<file path="src/rtl/seg_pkg.sv">
// Shared definitions for the seg_mmio display register block.
// SEG_MMIO_BCD_EN: when defined, the auto-count runs as two-digit BCD
// instead of plain binary.
package seg_pkg;

   localparam int unsigned SEG_DATA_W = 8;
   localparam int unsigned SEG_DIV_W  = 24;

   // Register offsets, word index taken from mem_addr[3:2]
   typedef enum logic [1:0] {
      SEG_OFF_DATA = 2'd0,
      SEG_OFF_CTRL = 2'd1,
      SEG_OFF_DIV  = 2'd2,
      SEG_OFF_RSVD = 2'd3
   } seg_off_t;

   // CTRL bit indices
   localparam int unsigned SEG_CTRL_BLANK    = 0;
   localparam int unsigned SEG_CTRL_BLINK_EN = 1;
   localparam int unsigned SEG_CTRL_AUTO_EN  = 2;
   localparam int unsigned SEG_CTRL_W        = 3;

   typedef logic [SEG_CTRL_W-1:0] seg_ctrl_t;

   // Next displayed value for one auto-count step
   function automatic logic [SEG_DATA_W-1:0] seg_next_count(input logic [SEG_DATA_W-1:0] d);
`ifdef SEG_MMIO_BCD_EN
      logic [3:0] lo;
      logic [3:0] hi;
      logic       carry;
      lo    = d[3:0];
      hi    = d[7:4];
      carry = (lo >= 4'd9);
      lo    = carry ? 4'd0 : lo + 4'd1;
      hi    = carry ? hi + 4'd1 : hi;
      // A non-decimal tens digit (written by the CPU) collapses to 0
      if (hi > 4'd9) hi = 4'd0;
      return {hi, lo};
`else
      return d + 8'd1;
`endif
   endfunction

endpackage

</file>
<file path="src/rtl/seg_mmio_if.sv">
// picorv32 native memory bus bundle for the seg_mmio register block.
interface seg_mmio_if;
   logic        mem_valid;
   logic [31:0] mem_addr;
   logic [31:0] mem_wdata;
   logic [3:0]  mem_wstrb;
   logic        mem_ready;
   logic [31:0] mem_rdata;

   modport master (
      output mem_valid, mem_addr, mem_wdata, mem_wstrb,
      input  mem_ready, mem_rdata
   );

   modport slave (
      input  mem_valid, mem_addr, mem_wdata, mem_wstrb,
      output mem_ready, mem_rdata
   );
endinterface

</file>
<file path="src/rtl/seg_prescaler.sv">
// Free-running prescaler: produces a one-cycle tick every DIV cycles while
// enabled. DIV=0 is treated as DIV=1; a DIV write restarts the count.
module seg_prescaler
   import seg_pkg::*;
(
   input  logic                 clk,
   input  logic                 rst,
   input  logic                 run_i,
   input  logic                 clr_i,
   input  logic [SEG_DIV_W-1:0] div_i,
   output logic                 tick_o
);

   logic [SEG_DIV_W-1:0] cnt_q, cnt_d;
   logic [SEG_DIV_W-1:0] term;

   // Terminal count and next counter value
   always_comb begin
      term   = (div_i == '0) ? '0 : div_i - 24'd1;
      tick_o = run_i && (cnt_q == term);
      if (clr_i || !run_i || tick_o) cnt_d = '0;
      else                           cnt_d = cnt_q + 24'd1;
   end

   // Counter register
   always_ff @(posedge clk or posedge rst) begin
      if (rst) cnt_q <= '0;
      else     cnt_q <= cnt_d;
   end

endmodule

</file>
<file path="src/rtl/seg_mmio.sv">
// Memory-mapped two-digit seven-segment display register with blank,
// prescaled blink and prescaled auto-count.
// SEG_MMIO_BCD_EN: when defined, the auto-count is two-digit BCD.
module seg_mmio
   import seg_pkg::*;
#(
   parameter logic [31:0]          BASE_ADDR = 32'h0300_0000,
   parameter logic [SEG_DIV_W-1:0] DIV_RESET = 24'd12_000_000
) (
   input  logic        clk,
   input  logic        rst,
   seg_mmio_if.slave   bus,
   output logic [3:0]  seg_data_1,
   output logic [3:0]  seg_data_2,
   output logic        seg_blank
);

   logic [SEG_DATA_W-1:0] data_q, data_d;
   seg_ctrl_t             ctrl_q, ctrl_d;
   logic [SEG_DIV_W-1:0]  div_q, div_d;
   logic                  phase_q, phase_d;
   logic                  ready_q, ready_d;
   logic [31:0]           rdata_q, rdata_d;
   logic [3:0]            seg1_q, seg2_q;
   logic                  blank_q, blank_d;

   logic                  sel, accept, wr_en, div_wr, tick;
   seg_off_t              off;
   logic [31:0]           rd_mux;
   logic                  unused_bits;

   assign unused_bits = ^{bus.mem_addr[1:0], bus.mem_wdata[31:24], bus.mem_wstrb[3]};

   // Address decode, accept qualification and read mux
   always_comb begin
      sel    = bus.mem_valid && (bus.mem_addr[31:4] == BASE_ADDR[31:4]);
      accept = sel && !ready_q;
      wr_en  = accept && (bus.mem_wstrb != 4'b0000);
      off    = seg_off_t'(bus.mem_addr[3:2]);
      div_wr = wr_en && (off == SEG_OFF_DIV);
      rd_mux = '0;
      case (off)
         SEG_OFF_DATA: rd_mux[SEG_DATA_W-1:0] = data_q;
         SEG_OFF_CTRL: rd_mux[SEG_CTRL_W-1:0] = ctrl_q;
         SEG_OFF_DIV:  rd_mux[SEG_DIV_W-1:0]  = div_q;
         default:      rd_mux = '0;
      endcase
   end

   seg_prescaler u_prescaler (
      .clk    (clk),
      .rst    (rst),
      .run_i  (ctrl_q[SEG_CTRL_BLINK_EN] | ctrl_q[SEG_CTRL_AUTO_EN]),
      .clr_i  (div_wr),
      .div_i  (div_q),
      .tick_o (tick)
   );

   // Register next-state: CPU write to DATA overrides a coincident increment
   always_comb begin
      data_d = data_q;
      if (tick && ctrl_q[SEG_CTRL_AUTO_EN]) data_d = seg_next_count(data_q);
      if (wr_en && (off == SEG_OFF_DATA) && bus.mem_wstrb[0]) data_d = bus.mem_wdata[7:0];

      ctrl_d = ctrl_q;
      if (wr_en && (off == SEG_OFF_CTRL) && bus.mem_wstrb[0]) ctrl_d = bus.mem_wdata[SEG_CTRL_W-1:0];

      div_d = div_q;
      for (int unsigned i = 0; i < 3; i++) begin
         if (div_wr && bus.mem_wstrb[i]) div_d[i*8 +: 8] = bus.mem_wdata[i*8 +: 8];
      end

      phase_d = ctrl_q[SEG_CTRL_BLINK_EN] ? (phase_q ^ tick) : 1'b0;
      blank_d = ctrl_q[SEG_CTRL_BLANK] | (ctrl_q[SEG_CTRL_BLINK_EN] & phase_q);

      ready_d = accept;
      rdata_d = accept ? rd_mux : '0;
   end

   // State and output registers
   always_ff @(posedge clk or posedge rst) begin
      if (rst) begin
         data_q  <= '0;
         ctrl_q  <= '0;
         div_q   <= DIV_RESET;
         phase_q <= 1'b0;
         ready_q <= 1'b0;
         rdata_q <= '0;
         seg1_q  <= '0;
         seg2_q  <= '0;
         blank_q <= 1'b0;
      end else begin
         data_q  <= data_d;
         ctrl_q  <= ctrl_d;
         div_q   <= div_d;
         phase_q <= phase_d;
         ready_q <= ready_d;
         rdata_q <= rdata_d;
         seg1_q  <= data_q[3:0];
         seg2_q  <= data_q[7:4];
         blank_q <= blank_d;
      end
   end

   assign bus.mem_ready = ready_q;
   assign bus.mem_rdata = rdata_q;
   assign seg_data_1    = seg1_q;
   assign seg_data_2    = seg2_q;
   assign seg_blank     = blank_q;

endmodule

</file>
<file path="src/flat_wrapper.sv">
// flat-port wrapper written by rule: the top's interface ports become plain ports
module seg_mmio_flat import seg_pkg::*;
#(
   parameter logic [31:0]          BASE_ADDR = 32'h0300_0000,
   parameter logic [SEG_DIV_W-1:0] DIV_RESET = 24'd12_000_000
)
  (clk, rst, seg_data_1, seg_data_2, seg_blank, bus_mem_valid, bus_mem_addr, bus_mem_wdata, bus_mem_wstrb, bus_mem_ready, bus_mem_rdata);
  seg_mmio_if bus_i ();
  input  logic clk;
  input  logic rst;
  output logic [3:0] seg_data_1;
  output logic [3:0] seg_data_2;
  output logic seg_blank;
  input wire logic [$bits(bus_i.mem_valid)-1:0] bus_mem_valid;
  input wire logic [$bits(bus_i.mem_addr)-1:0] bus_mem_addr;
  input wire logic [$bits(bus_i.mem_wdata)-1:0] bus_mem_wdata;
  input wire logic [$bits(bus_i.mem_wstrb)-1:0] bus_mem_wstrb;
  output wire logic [$bits(bus_i.mem_ready)-1:0] bus_mem_ready;
  output wire logic [$bits(bus_i.mem_rdata)-1:0] bus_mem_rdata;
  assign bus_i.mem_valid = bus_mem_valid;
  assign bus_i.mem_addr = bus_mem_addr;
  assign bus_i.mem_wdata = bus_mem_wdata;
  assign bus_i.mem_wstrb = bus_mem_wstrb;
  assign bus_mem_ready = bus_i.mem_ready;
  assign bus_mem_rdata = bus_i.mem_rdata;
  seg_mmio #(.BASE_ADDR(BASE_ADDR), .DIV_RESET(DIV_RESET)) u_core (.clk(clk), .rst(rst), .bus(bus_i), .seg_data_1(seg_data_1), .seg_data_2(seg_data_2), .seg_blank(seg_blank));
endmodule
</file>
<file path="config.mk">
export PLATFORM = sky130hd
export DESIGN_NAME = seg_mmio_flat
export DESIGN_NICKNAME = d
export VERILOG_FILES = /design/src/rtl/seg_pkg.sv /design/src/rtl/seg_mmio_if.sv /design/src/rtl/seg_prescaler.sv /design/src/rtl/seg_mmio.sv /design/src/flat_wrapper.sv
export SDC_FILE = /design/constraint.sdc
export NUM_CORES = 1
export LEC_CHECK = 0
export CORE_MARGIN = 2
export CORE_UTILIZATION = 46
export DETAILED_ROUTE_END_ITERATION = 10
export PLACE_DENSITY = 0.77
export SLEW_MARGIN = 5
export SYNTH_ARGS = -nofsm -noshare
export SYNTH_HDL_FRONTEND = slang
export SYNTH_SLANG_ARGS = --single-unit
</file>
<file path="constraint.sdc">
create_clock -name clk -period 3.6 [get_ports clk]
set_input_delay 0.72 -clock clk [delete_from_list [all_inputs] [get_ports clk]]
set_output_delay 0.72 -clock clk [all_outputs]
set_load 0.02 [all_outputs]
</file>
## Yosys cells after proc, flatten, opt, wreduce, memory -nomap -nowiden

Cells that the tools add are included.

| operators by class | value |
|---|---|
| add/sub/neg operators | 3 |
| eq/ne operators | 4 |
| multiplexer cells | 9 |
| bitwise logic cells | 4 |
| reductions and logical operators | 21 |

Operators by type and width:

| kind | count |
|---|---|
| $mux 24 | 3 |
| $eq 28x22->1 const B | 1 |
| $add 24x1->24 const B | 1 |
| $eq 24x24->1 | 1 |
| $logic_not 24->1 | 1 |
| $sub 24x1->24 const B | 1 |
| $mux 16 | 1 |
| $mux 8 | 2 |
| $logic_and 1x1->1 | 13 |
| $pmux 5 s2 | 1 |
| $pmux 3 s3 | 1 |
| $add 8x1->8 const B | 1 |
| $reduce_bool 4->1 | 1 |
| $eq 2x1->1 const B | 1 |
| $eq 2x2->1 const B | 1 |
| $logic_not 1->1 | 2 |
| $logic_not 2->1 | 1 |
| $logic_or 1x1->1 | 2 |
| $or 1x1->1 | 2 |
| $reduce_bool 2->1 | 1 |
| $and 1x1->1 | 1 |
| $mux 1 | 1 |
| $xor 1x1->1 | 1 |

| word-level totals | value |
|---|---|
| register bits after elaboration | 102 |
| input port bits | 71 |
| logic and storage cells | 53 |

## Longest topological paths before layout

Gate-level depths: netlist of run 1.

| depth | value |
|---|---|
| depth after elaboration | 8 |
| depth in mapped cells | 14 |
| mapped depth without buffers | 12 |

## By module

A second synthesis of run 1 with hierarchy kept.

| unflattened totals | value |
|---|---|
| cell total of the unflattened synthesis | 506 |
| area total of the unflattened synthesis | 5390.2 um^2 |

By module, submodules not included:

| module | times used | cells an instance | area each (um^2) |
|---|---|---|---|
| seg_mmio | 1 | 209 | 3014.1 |
| seg_prescaler | 1 | 297 | 2376.0 |

## Worst setup path before layout of run 1

No wires, ideal clock.

| path | value |
|---|---|
| kind | register to register |
| start point | register u_core.div_q[0] |
| end point | register u_core.data_q[4] |
| setup time | 0.069 ns |
| arrival time | 3.449 ns |
| data required time | 3.531 ns |
| slack | 0.082 ns |
| stages on the path, launching flop included | 13 |
| path buffers | 0 |
| cells stage by stage | dfrtp_1 > inv_1 > ha_1 > nor4b_4 > nand3_2 > nor4_2 > xnor2_1 > o221ai_1 > or3_1 > a2111o_1 > or3_4 > or4_1 > nand3_1 |

| between the ends | value |
|---|---|
| word-level cells in the longest chain between the ends | 6 |

RTL lines:

| item | RTL line | RTL |
|---|---|---|
| start, declared | seg_mmio.sv:20 | `logic [SEG_DIV_W-1:0] div_q, div_d;` |
| start signal, assigned | seg_mmio.sv:95 | `div_q <= div_d;` |
| $sub 24x1->24 or $logic_not 24->1 (tied branches) | seg_prescaler.sv:19 | `term = (div_i == '0) ? '0 : div_i - 24'd1;` |
| $mux 24 * | seg_prescaler.sv:19 |  |
| $eq 24x24->1 * | seg_prescaler.sv:20 | `tick_o = run_i && (cnt_q == term);` |
| $logic_and 1x1->1 * | seg_prescaler.sv:20 |  |
| $logic_and 1x1->1 * | seg_mmio.sv:62 | `if (tick && ctrl_q[SEG_CTRL_AUTO_EN]) data_d = seg_next_count(data_q);` |
| $reduce_bool 2->1 (no source line) * | n/a |  |
| end signal, assigned | seg_mmio.sv:93 | `data_q <= data_d;` |
| end, declared | seg_mmio.sv:18 | `logic [SEG_DATA_W-1:0] data_q, data_d;` |

Mark *: on every way between the ends. The rest lies on a longest branch, timed or not.
A chain may end at the register's enable or synchronous reset.

## Worst setup path after layout of run 1

| path | value |
|---|---|
| start point | register u_core.div_q[16] |
| end point | register u_core.data_q[4] |

Same word-level chain as after synthesis.

==> qor.yml, run 1 <==
diodes: 0
swShare: 0.219
crit_path_max_incr_delay_ps: 490
place_ws_ps: 72.8
core_area_um2: 10900
place_congestion: 0.934
relSlewSlack: 0.583
clk_pin_slew_ps: 90
arrival_ps: 3880
cts_sinks: 94
switchingPower_mw: 0.425
use_met1: 0.289
synth-seq-cells: 94
p_total_mw: 1.94
synth_cell_types: 65
path_delay_family: "simple AND/OR/NAND/NOR gates"
cp.buffers_inverters: 1
hold_violations: 0
start_util: 0.473
cts_tree: "yes"
drt-wirelength-per-cell_um: 16.2
grt_pass1_vias: 4179
worst_pin_slew_ps: 625
timing.final.crit_share: 0.989
cp-start-kind: "flop"
synth_compound_area_frac: 0.0901
grt_max_degree: 58
grt_pass1_wl_um: 20300
synth_top_cells_by_area: "dfrtp_1 (41%), xnor2_1 (5.9%), dfstp_2 (5.1%), mux2_2 (5.0%), nor2_1 (4.1%)"
finalSetupViolations: 0
p_int_mw: 1.51
drive_gt1_frac: 0.164
area_growth_pct: 29.6
antenna_found_initial: 0
syn_area_per_cell_um2: 9.93
seqPwrFrac: 0.544
cts_max_path_buffers: 2
path_class: "reg2reg"
synthCells: 519
cts_hold_buf: 0
vias: 4305
maxCapViolCount: 0
viasPerCell: 5.55
ys_warn_count: 0
p_clk_frac: 0.400
required_ps: 3920
synth_area_um2: 5150
synth-xor-area-share: 0.0918
chipHeight_um: 110
synthAdderAreaFrac: 0.00728
synthSimpleGateAreaFrac: 0.248
synth_flop_cell: "dfrtp_1"
io-pin-count: 113
use_met3: 0.0285
fmax_ghz: 0.281
drt_iter0_drc: 295
synthArstFlopShare: 1.00
finalNetCount: 704
rows: 38
synth_area_leader_cell: "dfrtp_1"
critical_path.slowest_cell: "or4_4"
hp-class: "reg2reg"
io_buffers: 94
period_minus_slack_ps: 3560
dp_hpwl_um: 9160
slew_viol_final: 0
clock_latency_ps: 380
fp.dieArea_um2: 12100
cp_cell_sequence: "buf_4 > nor4_1 > nand2_1 > nor4_4 > xnor2_2 > o221ai_2 > or3_1 > a2111o_1 > or3_4 > or4_4 > nand3_2"
worst_ir_drop_vdd_mv: 0.255
cellPowerDensity_nw_per_um2: 290
synth_common_cells: "dfrtp_1 (84), nor2_1 (56), xnor2_1 (35), nand2_1 (32), mux2_2 (23)"
ant_nets: 0
die_x_um: 110
clock_skew_ps: 6.02
cts_made_buffers: 9
ys_seq_area_frac: 0.459
hold_ws_ps: 447
cts_root_buffer: "clkbuf_8"
htreeDepth: 3
grtUsageTotal: 0.217
power_frac_comb: 0.056
wirelength_um: 12600
p_leak_nw: 2.77
synth_top_family_by_area: "simple AND/OR/NAND/NOR gates"
dr.pass1.iters: 5
grt-ovfl-total: 0
yosysMostFrequentCell: "dfrtp_1"
critPathMaxFanout: 12
outcome: "completed"
grt_util_met2: 0.351
setup_slack_ps: 39.8
grt.busiest_layer: "met2"
place_area_um2: 6330
cp-end-kind: "flop"
synth_top_area_share: 0.408
final_area_um2: 6680
drc: 0
synth_edf_count: 0
synth.area.mux_share: 0.0600
## sequential cells by signal, indices dropped and copies added, names as in the netlist
name,flops
u_core.bus.mem_rdata,24
u_core.bus.mem_ready,1
u_core.ctrl_q,3
u_core.data_q,8
u_core.div_q,24
u_core.phase_q,1
u_core.seg_blank,1
u_core.seg_data_1,4
u_core.seg_data_2,4
u_core.u_prescaler.cnt_q,24
## cell type report
type | instances | area (um2)
fill | 849 | 4210
timing repair buffer | 125 | 1200
clock buffer | 10 | 128
tap | 140 | 175
inverter | 14 | 53.8
multi-input combinational | 386 | 2660
sequential | 94 | 2360
clock inverter | 6 | 92.6
## metrics by stage
| step | utilization | cells | TNS [ps] |
|---|---|---|---|
| after global routing | 0.614 | 775 | -23.7 |
| final | 0.614 | 775 | 0 |
| after detailed placement | 0.581 | 752 | 0 |
| after floorplan | - | 526 | 0 |
| after global placement | 0.581 | 752 | 0 |
| after CTS | 0.602 | 768 | 0 |
## routing by layer
layer	vias up	part of all wire
li1	2041	-
met1	2081	0.44
met2	158	0.48
met3	25	0.054
met4	0	0.027
met5	-	0
## kinds of logic after synthesis
family | Yosys count
simple gates | 226
other cells | 1
xor+xnor | 54
mux | 28
compound gates | 67
fa+ha+maj | 3
flops | 94
buf+inv | 46
## layout by cell type, fill, tap and decap left out, types with 3 or more instances in the layout
master / instances
clkdlybuf4s50_1: 94
nor4_4: 3
o21a_1: 3
nor3_1: 17
nor4_1: 12
mux2i_1: 5
or3_1: 10
nand2_1: 32
nor3_2: 3
nand4b_1: 3
dfrtp_1: 84
and3_1: 13
buf_4: 28
xnor2_1: 34
a21oi_1: 10
clkbuf_8: 9
o21ai_0: 19
nand4_1: 11
a31oi_1: 3
conb_1: 8
and2_1: 22
nand3_1: 15
nor4b_1: 4
dfstp_2: 10
inv_1: 11
a22o_1: 5
mux2_2: 23
or4_1: 3
xor2_1: 18
o211ai_1: 4
nor2b_1: 5
nor2_1: 56
## worst reg2reg max path, stage by stage (launching register included)
cell and delay [ps]:
dfstp_2 390, buf_4 180, nor4_1 370, nand2_1 200
nor4_4 290, xnor2_2 180, o221ai_2 120, or3_1 350
a2111o_1 460, or3_4 380, or4_4 490, nand3_2 90
## worst paths after layout
kind                                   from                            to  slack [ps]  cells after the start
hold / removal             u_core.data_q[7]          u_core.seg_data_2[3]         450                      0
setup / recovery           u_core.div_q[16]              u_core.data_q[4]          40                     11
max in group asynchronous               rst  u_core.u_prescaler.cnt_q[19]        2180                      3
setup reg to reg           u_core.div_q[16]              u_core.data_q[4]          40                     11
min in group asynchronous               rst          u_core.seg_data_2[3]         730                      2
hold reg to reg            u_core.data_q[7]          u_core.seg_data_2[3]         450                      0
## power by group through the flow
stage               sequential [mW]  combinational (mW)  clock (mW)
CTS                            1.06               0.110       0.787
floorplan                      1.08              0.0381           0
global placement               1.08               0.107           0
detailed placement             1.08               0.110           0
finish                         1.06               0.108       0.775
global route                   1.06               0.119       0.832
## repair_timing
item                                    CTS  global route
gates resized for setup                   0            15
endpoints found under the setup margin    0            28
buffers inserted                          0             7
Note: power is estimated with default switching activity, not from simulation.
==> run 2, diff against run 1 <==
- CTS_CLUSTER_DIAMETER: unset -> 120
==> results of run 2 <==
The final DEF is identical to that of run 1; final timing and power are the same.
==> run 3, diff against run 2 <==
- CTS_CLUSTER_DIAMETER: 120 -> unset
- SETUP_SLACK_MARGIN: unset -> 0.3
- SLEW_MARGIN: 5 -> 40
==> run 3 against run 2 <==
Compared with the run above: clock power grew 0.8%; global-route usage grew 0.098 points; hold slack lost 7.7 ps; core utilization grew 2.0 points; sequential power is essentially flat; fmax grew 5.7%; count of clock-buffer cells in the layout grew 1; first-iteration DRC count grew 5.4%; combinational power is essentially flat; via count grew 0.56%; clock skew grew 9.1 ps; highest routed layer unchanged.
==> qor.yml, run 3 (same netlist as run 1, synthesis figures left out) <==
timing.final.crit_share: 0.936
drt_iter0_drc: 311
relSlewSlack: 0.566
rows: 38
hold_violations: 0
dr.pass1.iters: 5
cts_hold_buf: 0
cpMostUsedCell: "or3_4"
drt-wirelength-per-cell_um: 16.2
path_class: "reg2reg"
outcome: "completed"
r2r_slack_ps: 230
p_leak_nw: 2.83
finish.utilization: 0.633
wirelength_um: 12700
grt-ovfl-total: 0
worst_ir_drop_vdd_mv: 0.166
required_ps: 3910
place_congestion: 0.931
grt_pass1_wl_um: 20400
vias: 4329
place_ws_ps: 147
drive_gt1_frac: 0.206
finalSetupViolations: 0
io_buffers: 94
critPathMaxFanout: 7
grt_setup_unrepaired: "true"
grt_max_degree: 40
antenna_found_initial: 0
io-pin-count: 113
viasPerCell: 5.51
worst_r2r_path_depth: 10
clock_latency_ps: 380
final_area_um2: 6890
cts_made_buffers: 9
dp_hpwl_um: 9080
grtUsageTotal: 0.218
maxCapViolCount: 0
fp.dieArea_um2: 12100
cp_cell_sequence: "nor4_4 > nand4_1 > or3_4 > xor2_4 > a21oi_1 > o311a_1 > a2111o_1 > or3_4 > or4_1 > nand3_1"
cellPowerDensity_nw_per_um2: 282
hold_depth: 0
setup_slack_ps: 230
clock_skew_ps: 15.1
place_area_um2: 6370
final_cell_mix: "clkdlybuf4s50_1 (94), dfrtp_1 (78), nor2_1 (55)"
worst_pin_slew_ps: 650
cts_root_buffer: "clkbuf_8"
fmax_ghz: 0.297
period_minus_slack_ps: 3370
clk_pin_slew_ps: 90
core_area_um2: 10900
die_x_um: 110
cp-end-kind: "flop"
cts_max_path_buffers: 2
final_common_cell: "clkdlybuf4s50_1"
critical_path.slowest_cell: "a2111o_1"
chipHeight_um: 110
grt_pass1_vias: 4215
cts_tree: "yes"
start_util: 0.473
area_growth_pct: 33.8
crit_path_max_incr_delay_ps: 460
arrival_ps: 3680
diodes: 0
ant_nets: 0
finalNetCount: 714
fin_setup_tns_ps: 0
drc: 0
hp-class: "reg2reg"
cp-start-kind: "flop"
htreeDepth: 3
slew_viol_final: 0
cts_sinks: 94
## run 3: power breakdown
part / internal (mW) / switching, mW
combinational: 0.0625 / 0.0447
clock: 0.411 / 0.369
sequential: 1.06 / 0.0000181
## run 3: per-layer routing
| layer | track usage | wire, um | up-vias |
|---|---|---|---|
| li1 | - | - | 2065 |
| met1 | 0.284 | 5570 | 2105 |
| met2 | 0.352 | 6260 | 136 |
| met3 | 0.0456 | 646 | 23 |
| met4 | 0.0922 | 267 | 0 |
| met5 | 0 | 0 | - |
## run 3: critical path: cells and delay by family, from the launching register on
| family | cells | cell delay, ps |
|---|---|---|
| simple gates | 6 | 1790 |
| compound gates | 3 | 870 |
| flops | 1 | 430 |
| xor+xnor | 1 | 210 |
## run 3: final timing paths
check / startpoint / to
min reg2reg: u_core.data_q[7] / u_core.seg_data_2[3]
max: u_core.div_q[8] / u_core.data_q[4]
min: u_core.data_q[7] / u_core.seg_data_2[3]
max in group asynchronous: rst / u_core.div_q[21]
min in group asynchronous: rst / u_core.bus.mem_rdata[2]
max reg2reg: u_core.div_q[8] / u_core.data_q[4]
## run 3: timing repair
action / CTS / global route
setup endpoints to repair: 32 / 33
endpoints found under the hold margin: 0 / 0
setup buffers: 6 / 5
pin swaps: 10 / 9
gates resized for setup: 19 / 25
## run 3: per-stage QoR
step	std cells	total power, mW	hold slack, ps
finish	785	1.94	439
global route	785	2.01	471
CTS	780	1.96	437
detailed placement	758	1.18	430
global placement	758	1.18	426
floorplan	526	1.11	394
## run 3: cell type report
class / instances / area, um2
clock buffers: 11 / 141
clock inverters: 5 / 83.8
fillers: 857 / 3990
inverters: 14 / 53.8
multi-input cells: 386 / 2800
flip-flops and latches: 94 / 2370
well taps: 140 / 175
repair buffers: 135 / 1270
